<file path="config.mk">
export PLATFORM = sky130hd
export DESIGN_NAME = dma_controller
export DESIGN_NICKNAME = d
export VERILOG_FILES = /design/src/rtl/tachyon_pkg.sv /design/src/rtl/sync_edge_detect.sv /design/src/rtl/dma_controller.sv
export SDC_FILE = /design/constraint.sdc
export NUM_CORES = 1
export LEC_CHECK = 0
export ABC_AREA = 1
export CAP_MARGIN = 25
export CORE_MARGIN = 10
export CORE_UTILIZATION = 58
export CTS_CLUSTER_DIAMETER = 120
export DETAILED_ROUTE_END_ITERATION = 8
export PLACE_DENSITY = 0.86
export REMOVE_ABC_BUFFERS = 1
export SLEW_MARGIN = 40
export SYNTH_ARGS = -nofsm -noshare
export SYNTH_HDL_FRONTEND = slang
export SYNTH_SLANG_ARGS = --single-unit
</file>
<file path="constraint.sdc">
create_clock -name clk -period 7.85 [get_ports clk]
set_input_delay 0.785 -clock clk [delete_from_list [all_inputs] [get_ports clk]]
set_output_delay 0.785 -clock clk [all_outputs]
set_load 0.01 [all_outputs]
</file>
<file path="src/rtl/tachyon_pkg.sv">
// Shared constants and types for the tachyon SoC peripherals.
// Register map, CTRL bit positions and DMA state encoding.
package tachyon_pkg;

    localparam logic [1:0] REG_SRC  = 2'd0;
    localparam logic [1:0] REG_DST  = 2'd1;
    localparam logic [1:0] REG_LEN  = 2'd2;
    localparam logic [1:0] REG_CTRL = 2'd3;

    localparam int CTRL_START     = 0;
    localparam int CTRL_VSYNC     = 1;
    localparam int CTRL_IRQ_EN    = 2;
    localparam int CTRL_DST_FIXED = 3;
    localparam int CTRL_BUSY      = 4;
    localparam int CTRL_DONE      = 5;

    typedef enum logic [1:0] {
        DMA_IDLE  = 2'd0,
        DMA_ARMED = 2'd1,
        DMA_READ  = 2'd2,
        DMA_WRITE = 2'd3
    } dma_state_e;

endpackage

</file>
<file path="src/rtl/sync_edge_detect.sv">
// Two-flop synchronizer followed by a rising-edge detector.
// rise_o pulses for one clk cycle per synchronized 0->1 transition.
module sync_edge_detect (
    input  logic clk,
    input  logic rst,
    input  logic async_i,
    output logic rise_o
);

    logic meta_q, meta_d;
    logic sync_q, sync_d;
    logic prev_q, prev_d;

    // Shift the asynchronous level through the synchronizer and edge stage
    always_comb begin
        meta_d = async_i;
        sync_d = meta_q;
        prev_d = sync_q;
    end

    // Synchronizer and edge-register flops
    always_ff @(posedge clk or posedge rst) begin
        if (rst) begin
            meta_q <= 1'b0;
            sync_q <= 1'b0;
            prev_q <= 1'b0;
        end else begin
            meta_q <= meta_d;
            sync_q <= sync_d;
            prev_q <= prev_d;
        end
    end

    assign rise_o = sync_q & ~prev_q;

endmodule

</file>
<file path="src/rtl/dma_controller.sv">
// Memory-mapped word-copy DMA engine that masters the data bus
// while stalling the CPU; starts immediately or on vblank.
module dma_controller
    import tachyon_pkg::*;
#(
    parameter int LEN_W = 16
) (
    input  logic        clk,
    input  logic        rst,
    input  logic [1:0]  cfg_sel,
    input  logic [31:0] cfg_wdata,
    input  logic        cfg_wenable,
    output logic [31:0] cfg_rdata,
    input  logic        vblank,
    output logic        bus_req,
    output logic [31:0] bus_addr,
    output logic [31:0] bus_wdata,
    output logic [3:0]  bus_wenable,
    input  logic [31:0] bus_rdata,
    output logic        cpu_stall,
    output logic        irq
);

    dma_state_e state_q, state_d;

    logic [29:0] src_q, src_d;
    logic [29:0] dst_q, dst_d;
    logic [LEN_W-1:0] len_q, len_d;
    logic vsync_q, vsync_d;
    logic irq_en_q, irq_en_d;
    logic dst_fixed_q, dst_fixed_d;
    logic done_q, done_d;
    logic irq_q, irq_d;

    logic [29:0] cur_src_q, cur_src_d;
    logic [29:0] cur_dst_q, cur_dst_d;
    logic [LEN_W-1:0] remaining_q, remaining_d;

    logic vblank_rise;
    logic wr_src, wr_dst, wr_len, wr_ctrl;
    logic busy;

    sync_edge_detect u_vblank_sync (
        .clk    (clk),
        .rst    (rst),
        .async_i(vblank),
        .rise_o (vblank_rise)
    );

    assign wr_src  = cfg_wenable && (cfg_sel == REG_SRC);
    assign wr_dst  = cfg_wenable && (cfg_sel == REG_DST);
    assign wr_len  = cfg_wenable && (cfg_sel == REG_LEN);
    assign wr_ctrl = cfg_wenable && (cfg_sel == REG_CTRL);
    assign busy    = (state_q != DMA_IDLE);

    // Next-state, register updates and bus master outputs
    always_comb begin
        state_d     = state_q;
        src_d       = src_q;
        dst_d       = dst_q;
        len_d       = len_q;
        vsync_d     = vsync_q;
        irq_en_d    = irq_en_q;
        dst_fixed_d = dst_fixed_q;
        done_d      = done_q;
        irq_d       = done_q & irq_en_q;
        cur_src_d   = cur_src_q;
        cur_dst_d   = cur_dst_q;
        remaining_d = remaining_q;
        bus_req     = 1'b0;
        bus_addr    = 32'h0;
        bus_wdata   = 32'h0;
        bus_wenable = 4'h0;

        unique case (state_q)
            DMA_IDLE: begin
                if (wr_src) src_d = cfg_wdata[31:2];
                if (wr_dst) dst_d = cfg_wdata[31:2];
                if (wr_len) len_d = cfg_wdata[LEN_W-1:0];
                if (wr_ctrl) begin
                    vsync_d     = cfg_wdata[CTRL_VSYNC];
                    irq_en_d    = cfg_wdata[CTRL_IRQ_EN];
                    dst_fixed_d = cfg_wdata[CTRL_DST_FIXED];
                    done_d      = 1'b0;
                    irq_d       = 1'b0;
                    if (cfg_wdata[CTRL_START]) begin
                        cur_src_d   = src_q;
                        cur_dst_d   = dst_q;
                        remaining_d = len_q;
                        if (len_q == '0)
                            done_d = 1'b1;
                        else if (cfg_wdata[CTRL_VSYNC])
                            state_d = DMA_ARMED;
                        else
                            state_d = DMA_READ;
                    end
                end
            end
            DMA_ARMED: begin
                if (wr_ctrl && !cfg_wdata[CTRL_START]) begin
                    state_d = DMA_IDLE;
                    done_d  = 1'b0;
                    irq_d   = 1'b0;
                end else if (vblank_rise) begin
                    state_d = DMA_READ;
                end
            end
            DMA_READ: begin
                bus_req  = 1'b1;
                bus_addr = {cur_src_q, 2'b00};
                state_d  = DMA_WRITE;
            end
            DMA_WRITE: begin
                bus_req     = 1'b1;
                bus_addr    = {cur_dst_q, 2'b00};
                bus_wdata   = bus_rdata;
                bus_wenable = 4'b1111;
                cur_src_d   = cur_src_q + 30'd1;
                if (!dst_fixed_q)
                    cur_dst_d = cur_dst_q + 30'd1;
                remaining_d = remaining_q - LEN_W'(1);
                if (remaining_q == LEN_W'(1)) begin
                    state_d = DMA_IDLE;
                    done_d  = 1'b1;
                end else begin
                    state_d = DMA_READ;
                end
            end
            default: state_d = DMA_IDLE;
        endcase
    end

    // Register readback for the selected configuration word
    always_comb begin
        cfg_rdata = 32'h0;
        unique case (cfg_sel)
            REG_SRC:  cfg_rdata = {src_q, 2'b00};
            REG_DST:  cfg_rdata = {dst_q, 2'b00};
            REG_LEN:  cfg_rdata = 32'(len_q);
            REG_CTRL: cfg_rdata = 32'({done_q, busy, dst_fixed_q,
                                       irq_en_q, vsync_q, 1'b0});
            default:  cfg_rdata = 32'h0;
        endcase
    end

    // State, configuration and working-copy registers
    always_ff @(posedge clk or posedge rst) begin
        if (rst) begin
            state_q     <= DMA_IDLE;
            src_q       <= '0;
            dst_q       <= '0;
            len_q       <= '0;
            vsync_q     <= 1'b0;
            irq_en_q    <= 1'b0;
            dst_fixed_q <= 1'b0;
            done_q      <= 1'b0;
            irq_q       <= 1'b0;
            cur_src_q   <= '0;
            cur_dst_q   <= '0;
            remaining_q <= '0;
        end else begin
            state_q     <= state_d;
            src_q       <= src_d;
            dst_q       <= dst_d;
            len_q       <= len_d;
            vsync_q     <= vsync_d;
            irq_en_q    <= irq_en_d;
            dst_fixed_q <= dst_fixed_d;
            done_q      <= done_d;
            irq_q       <= irq_d;
            cur_src_q   <= cur_src_d;
            cur_dst_q   <= cur_dst_d;
            remaining_q <= remaining_d;
        end
    end

    assign cpu_stall = bus_req;
    assign irq       = irq_q;

endmodule

</file>
# Word level (Yosys, flattened, before mapping)
# Cells that the tools add are included.
# totals
register_bits	162
inputBits	70
output_inout_bits	103
wordCells	88
# classes
addsub	3
eq_ne	14
muxes	32
n_bitwise	3
n_reduce_logical	21
# ops
op	count
$mux 30	5
$pmux 32 s4	1
$pmux 30 s2	2
$pmux 32 s2	1
$add 30x1->30 const B	2
$mux 16	2
$mux 32	1
$pmux 16 s2	1
$eq 16x1->1 const B	1
$logic_not 16->1	1
$sub 16x1->16 const B	1
$mux 2	7
$ne 2x2->1 const B	6
$reduce_and 4->1	3
$eq 2x2->1 const B	4
$mux 1	8
$pmux 2 s4	1
$reduce_and 2->1	4
$logic_and 1x1->1	5
$eq 2x1->1 const B	2
$logic_not 2->1	2
$mux 4	1
$reduce_bool 2->1	2
$ne 3x2->1 const B	1
8 further kinds	9

# Depth between registers and ports, before layout
# depth
ltp_word	5
depth_mapped	10
ltp_nobuf	10

# Cells and area by module
# From an unflattened synthesis, not the netlist that was laid out.
# unflattened
hier_cells	1518
hier_area_um2	10163.5
# modules_own_cells
mod	n_inst	cells_per_inst	area_per_inst_um2	seq_area_each_um2
dma_controller	1	1512	10074.7	3978.8
sync_edge_detect	1	6	88.8	75.1

# Least setup slack after synthesis
# OpenSTA, ideal clock, no wires.
# synth_path
path_type	input to output
start	input cfg_sel[0]
end	output cfg_rdata[5]
arrival_ps	1683
required_ps	7065
path_slack_ps	5382
path_stages	4
path_buffers	1
path_cell_list	nor2_1 > inv_2 > clkbuf_1 > o21ai_0
# synth_via
elab_chain_len	2
word_cells_on_any_way	5
classes_between	eq/ne: 3; mux: 1; reduce/logical: 1
# synth_lines
item	line_no	text
start: declaration	dma_controller.sv:10	input logic [1:0] cfg_sel,
$eq 2x2->1 (tied with other cells)	dma_controller.sv:136	unique case (cfg_sel)
$pmux 32 s4 *	dma_controller.sv:136	
end: declaration	dma_controller.sv:13	output logic [31:0] cfg_rdata,
# Every way passes the cells marked *; elsewhere a longest branch is shown, timed or not.

# Final worst setup path
# layout_path
start	register state_q[1]
end	output bus_addr[11]
# layout_via
elab_chain_len	2
word_cells_on_any_way	3
classes_between	eq/ne: 2; mux: 1
# layout_lines
item	line_no	text
start: declaration	dma_controller.sv:24	dma_state_e state_q, state_d;
start signal: assignment	dma_controller.sv:162	state_q <= state_d;
$eq 2x2->1	dma_controller.sv:75	unique case (state_q)
$pmux 32 s2 *	dma_controller.sv:75	
end: declaration	dma_controller.sv:16	output logic [31:0] bus_addr,
# Marks and branches as above.

==> impl_metrics.env <==
export IMPL_die_area_sq_um=23090
export IMPL_endpoint_kind="output port"
export IMPL_insertedDiodeCount=0
export IMPL_placed_area_sq_um=11780
export IMPL_cts_sinks=162
export IMPL_p_leak_nw=5.905
export IMPL_cp_arrival_ns=3.86
export IMPL_initial_core_util=0.5878
export IMPL_ant_nets=0
export IMPL_globalplace_congestion=0.9944
export IMPL_postCtsHoldBufs=0
export IMPL_grt_remaining_overflow=0
export IMPL_worst_slack_ns=3.205
export IMPL_clock_latency_ns=0.44
export IMPL_place_ws_ns=3.718
export IMPL_yosys_top_cells_area="dfrtp_1 (40%), nand2_1 (15%), inv_1 (9.5%)"
export IMPL_antenna_found_initial=0
export IMPL_p_per_area_nw_per_um2=365.5
export IMPL_cp_max_fo=71
export IMPL_dpl_cell_count=1863
export IMPL_fin_area_sq_um=12340
export IMPL_ys_warn_count=0
export IMPL_cts_reportedPaths_clkPinSlew_ns=0.06
export IMPL_synth_top_area_cell="dfrtp_1"
export IMPL_hold_slack_ns=0.3621
export IMPL_tightest_slew_ns=0.7949
export IMPL_synthDistinctLibCells=37
export IMPL_multi_input_area_sq_um=4720
export IMPL_drtIter0Drc=1773
export IMPL_final_min_clock_period_ns=4.645
export IMPL_drtPass1Iterations=7
export IMPL_grt_pass1_vias=10170
export IMPL_worstSetupPathType="reg -> out"
export IMPL_routedWlPerCell_microns=17.45
export IMPL_cts_tree="built"
export IMPL_cts_root_buf="clkbuf_16"
export IMPL_fmax_mhz=215.3
export IMPL_hold_class="reg -> reg"
export IMPL_via_per_inst=5.790
export IMPL_finClkSkew_ns=0.01214
export IMPL_seq_area_sq_um=4054
export IMPL_synthesis_area_sq_um=10100
export IMPL_hold_viol=0
export IMPL_async_flop_share=1.000
export IMPL_synth_avg_cell_area_sq_um=6.582
export IMPL_synthCells=1534
export IMPL_maxCapViolCount=0
export IMPL_cts_resized_gates=0
export IMPL_start_kind="register"
export IMPL_min_period_over_period=0.5917
export IMPL_die_x_microns=151.9
export IMPL_yosys_area_top_type_share=0.4015
export IMPL_setup_viol=0
export IMPL_drive_gt1_frac=0.03241
export IMPL_max_slew_margin_rel=0.4668
export IMPL_area_delta_synth_final_pct=22.21
export IMPL_ys_ff_latch=162
export IMPL_synth_flop_cell="dfrtp_1"
export IMPL_synth_common_cells="nand2_1 (409), inv_1 (255), nor2_1 (203), dfrtp_1 (162), o21ai_0 (140)"
export IMPL_cts_buffers=17
export IMPL_synth_edf_count=0
export IMPL_drt_total_wl_microns=33010
export IMPL_finalNetCount=1731
export IMPL_setup_tns_ns=0
export IMPL_ir_worst_vdd_uv=206.7
export IMPL_status="finished clean"
export IMPL_num_rows=48
export IMPL_htree_levels=4
export IMPL_clockBufferDepth=2
export IMPL_rsz0062_at_grt="false"
export IMPL_coreArea_sq_um=17180
export IMPL_vias=10950
export IMPL_grt_use_total=0.2727
export IMPL_synth_most_common_cell="nand2_1"
export IMPL_top_level_ports=173
export IMPL_fill_cells=1422
export IMPL_stdcell_count=1891
export IMPL_final_util=0.7184
export IMPL_finalPower_mw=4.510
export IMPL_hpwl_microns=23450
export IMPL_seq_area_frac_synth=0.4015
export IMPL_grt_max_degree=102
export IMPL_cts_setup_buffers=0
export IMPL_chipHeight_microns=151.9
export IMPL_route_detailed_drc=0
export IMPL_grt_pass1_wl_microns=52650
export IMPL_finalMaxSlewViolations=0
export IMPL_portBuffers=170
export IMPL_required_ns=7.07
-- cell usage in the layout (no fill, tap or decap), types with 2 or more instances in the layout --
master | netlist | layout
nor2_2 | 3 | 3
inv_2 | 4 | 4
o21ai_2 | 2 | 2
clkbuf_1 | 25 | 2
a21oi_1 | 49 | 49
a31oi_1 | 7 | 7
bufinv_16 | 0 | 2
clkdlybuf4s50_1 | 0 | 170
nand3_1 | 96 | 96
buf_4 | 12 | 2
o221ai_1 | 8 | 8
ha_1 | 4 | 4
o21ai_1 | 23 | 23
clkinv_2 | 1 | 4
nand2_1 | 409 | 405
clkbuf_8 | 0 | 3
dfrtp_1 | 162 | 162
xor2_1 | 4 | 4
o22ai_1 | 40 | 40
nor2_1 | 203 | 203
nand2_2 | 5 | 6
nor2_4 | 2 | 2
buf_6 | 3 | 2
o211ai_1 | 6 | 6
inv_1 | 255 | 254
nand4_1 | 20 | 20
o21ai_0 | 140 | 140
clkbuf_16 | 0 | 17
o2111ai_1 | 4 | 4
conb_1 | 1 | 2
nor3_1 | 7 | 7
nand2_4 | 1 | 4
-- state kept, by name (all words and copies together) (netlist names) --
name / count
u_vblank_sync.meta_q: 1
u_vblank_sync.prev_q: 1
cur_src_q: 30
dst_fixed_q: 1
irq: 1
len_q: 16
done_q: 1
cur_dst_q: 30
src_q: 30
irq_en_q: 1
remaining_q: 16
state_q: 2
dst_q: 30
vsync_q: 1
u_vblank_sync.prev_d: 1
-- critical path, cell delays in order, from the launching register on --
cell             delay, ns
dfrtp_1               0.63
nand2_4               0.50
inv_2                 0.62
buf_4                 0.71
nand2_1               0.14
o21ai_0               0.20
clkdlybuf4s50_1       0.62
-- per-layer routing --
metal	wire [microns]	up-vias	track usage
met5	0	-	0
met4	1000	0	0.09904
met3	3668	96	0.06351
met2	15190	744	0.4297
met1	13150	5051	0.3585
li1	-	5057	-
-- cell families after synthesis --
logic type | count (synthesis) | synth area share
fa+ha+maj | 4 | 0.004957
simple gates | 749 | 0.3026
xor+xnor | 4 | 0.003469
flops | 162 | 0.4015
other cells | 1 | 0.0003714
compound gates | 282 | 0.1532
buf+inv | 332 | 0.1340
-- worst paths after layout --
path                                   endpoint  slack (ns)                 start  cells past startpoint
max                                bus_addr[11]        3.21            state_q[1]                      6
min                        u_vblank_sync.prev_d        0.36  u_vblank_sync.meta_q                      0
max reg2reg                        cur_src_q[6]        4.49            state_q[1]                      8
min reg2reg                u_vblank_sync.prev_d        0.36  u_vblank_sync.meta_q                      0
max in group asynchronous             dst_q[25]        5.94                   rst                      3
min in group asynchronous              len_q[1]        0.88                   rst                      2
-- report_power, final --
group | internal (mW) | switching, mW | leakage [nW]
combinational | 0.765 | 1.34 | 3.63
sequential | 1.22 | 0.375 | 2.00
clock | 0.485 | 0.334 | 0.274
total | 2.47 | 2.04 | 5.91
-- layout make-up --
type | count | area share
Clock inverter | 6 | 0.006692
Inverter | 261 | 0.08011
Timing Repair Buffer | 174 | 0.1409
Sequential cell | 162 | 0.3285
Clock buffer | 22 | 0.03843
Tap cell | 225 | 0.02281
Multi-Input combinational cell | 1041 | 0.3825
(Power assumes the default switching activity.)
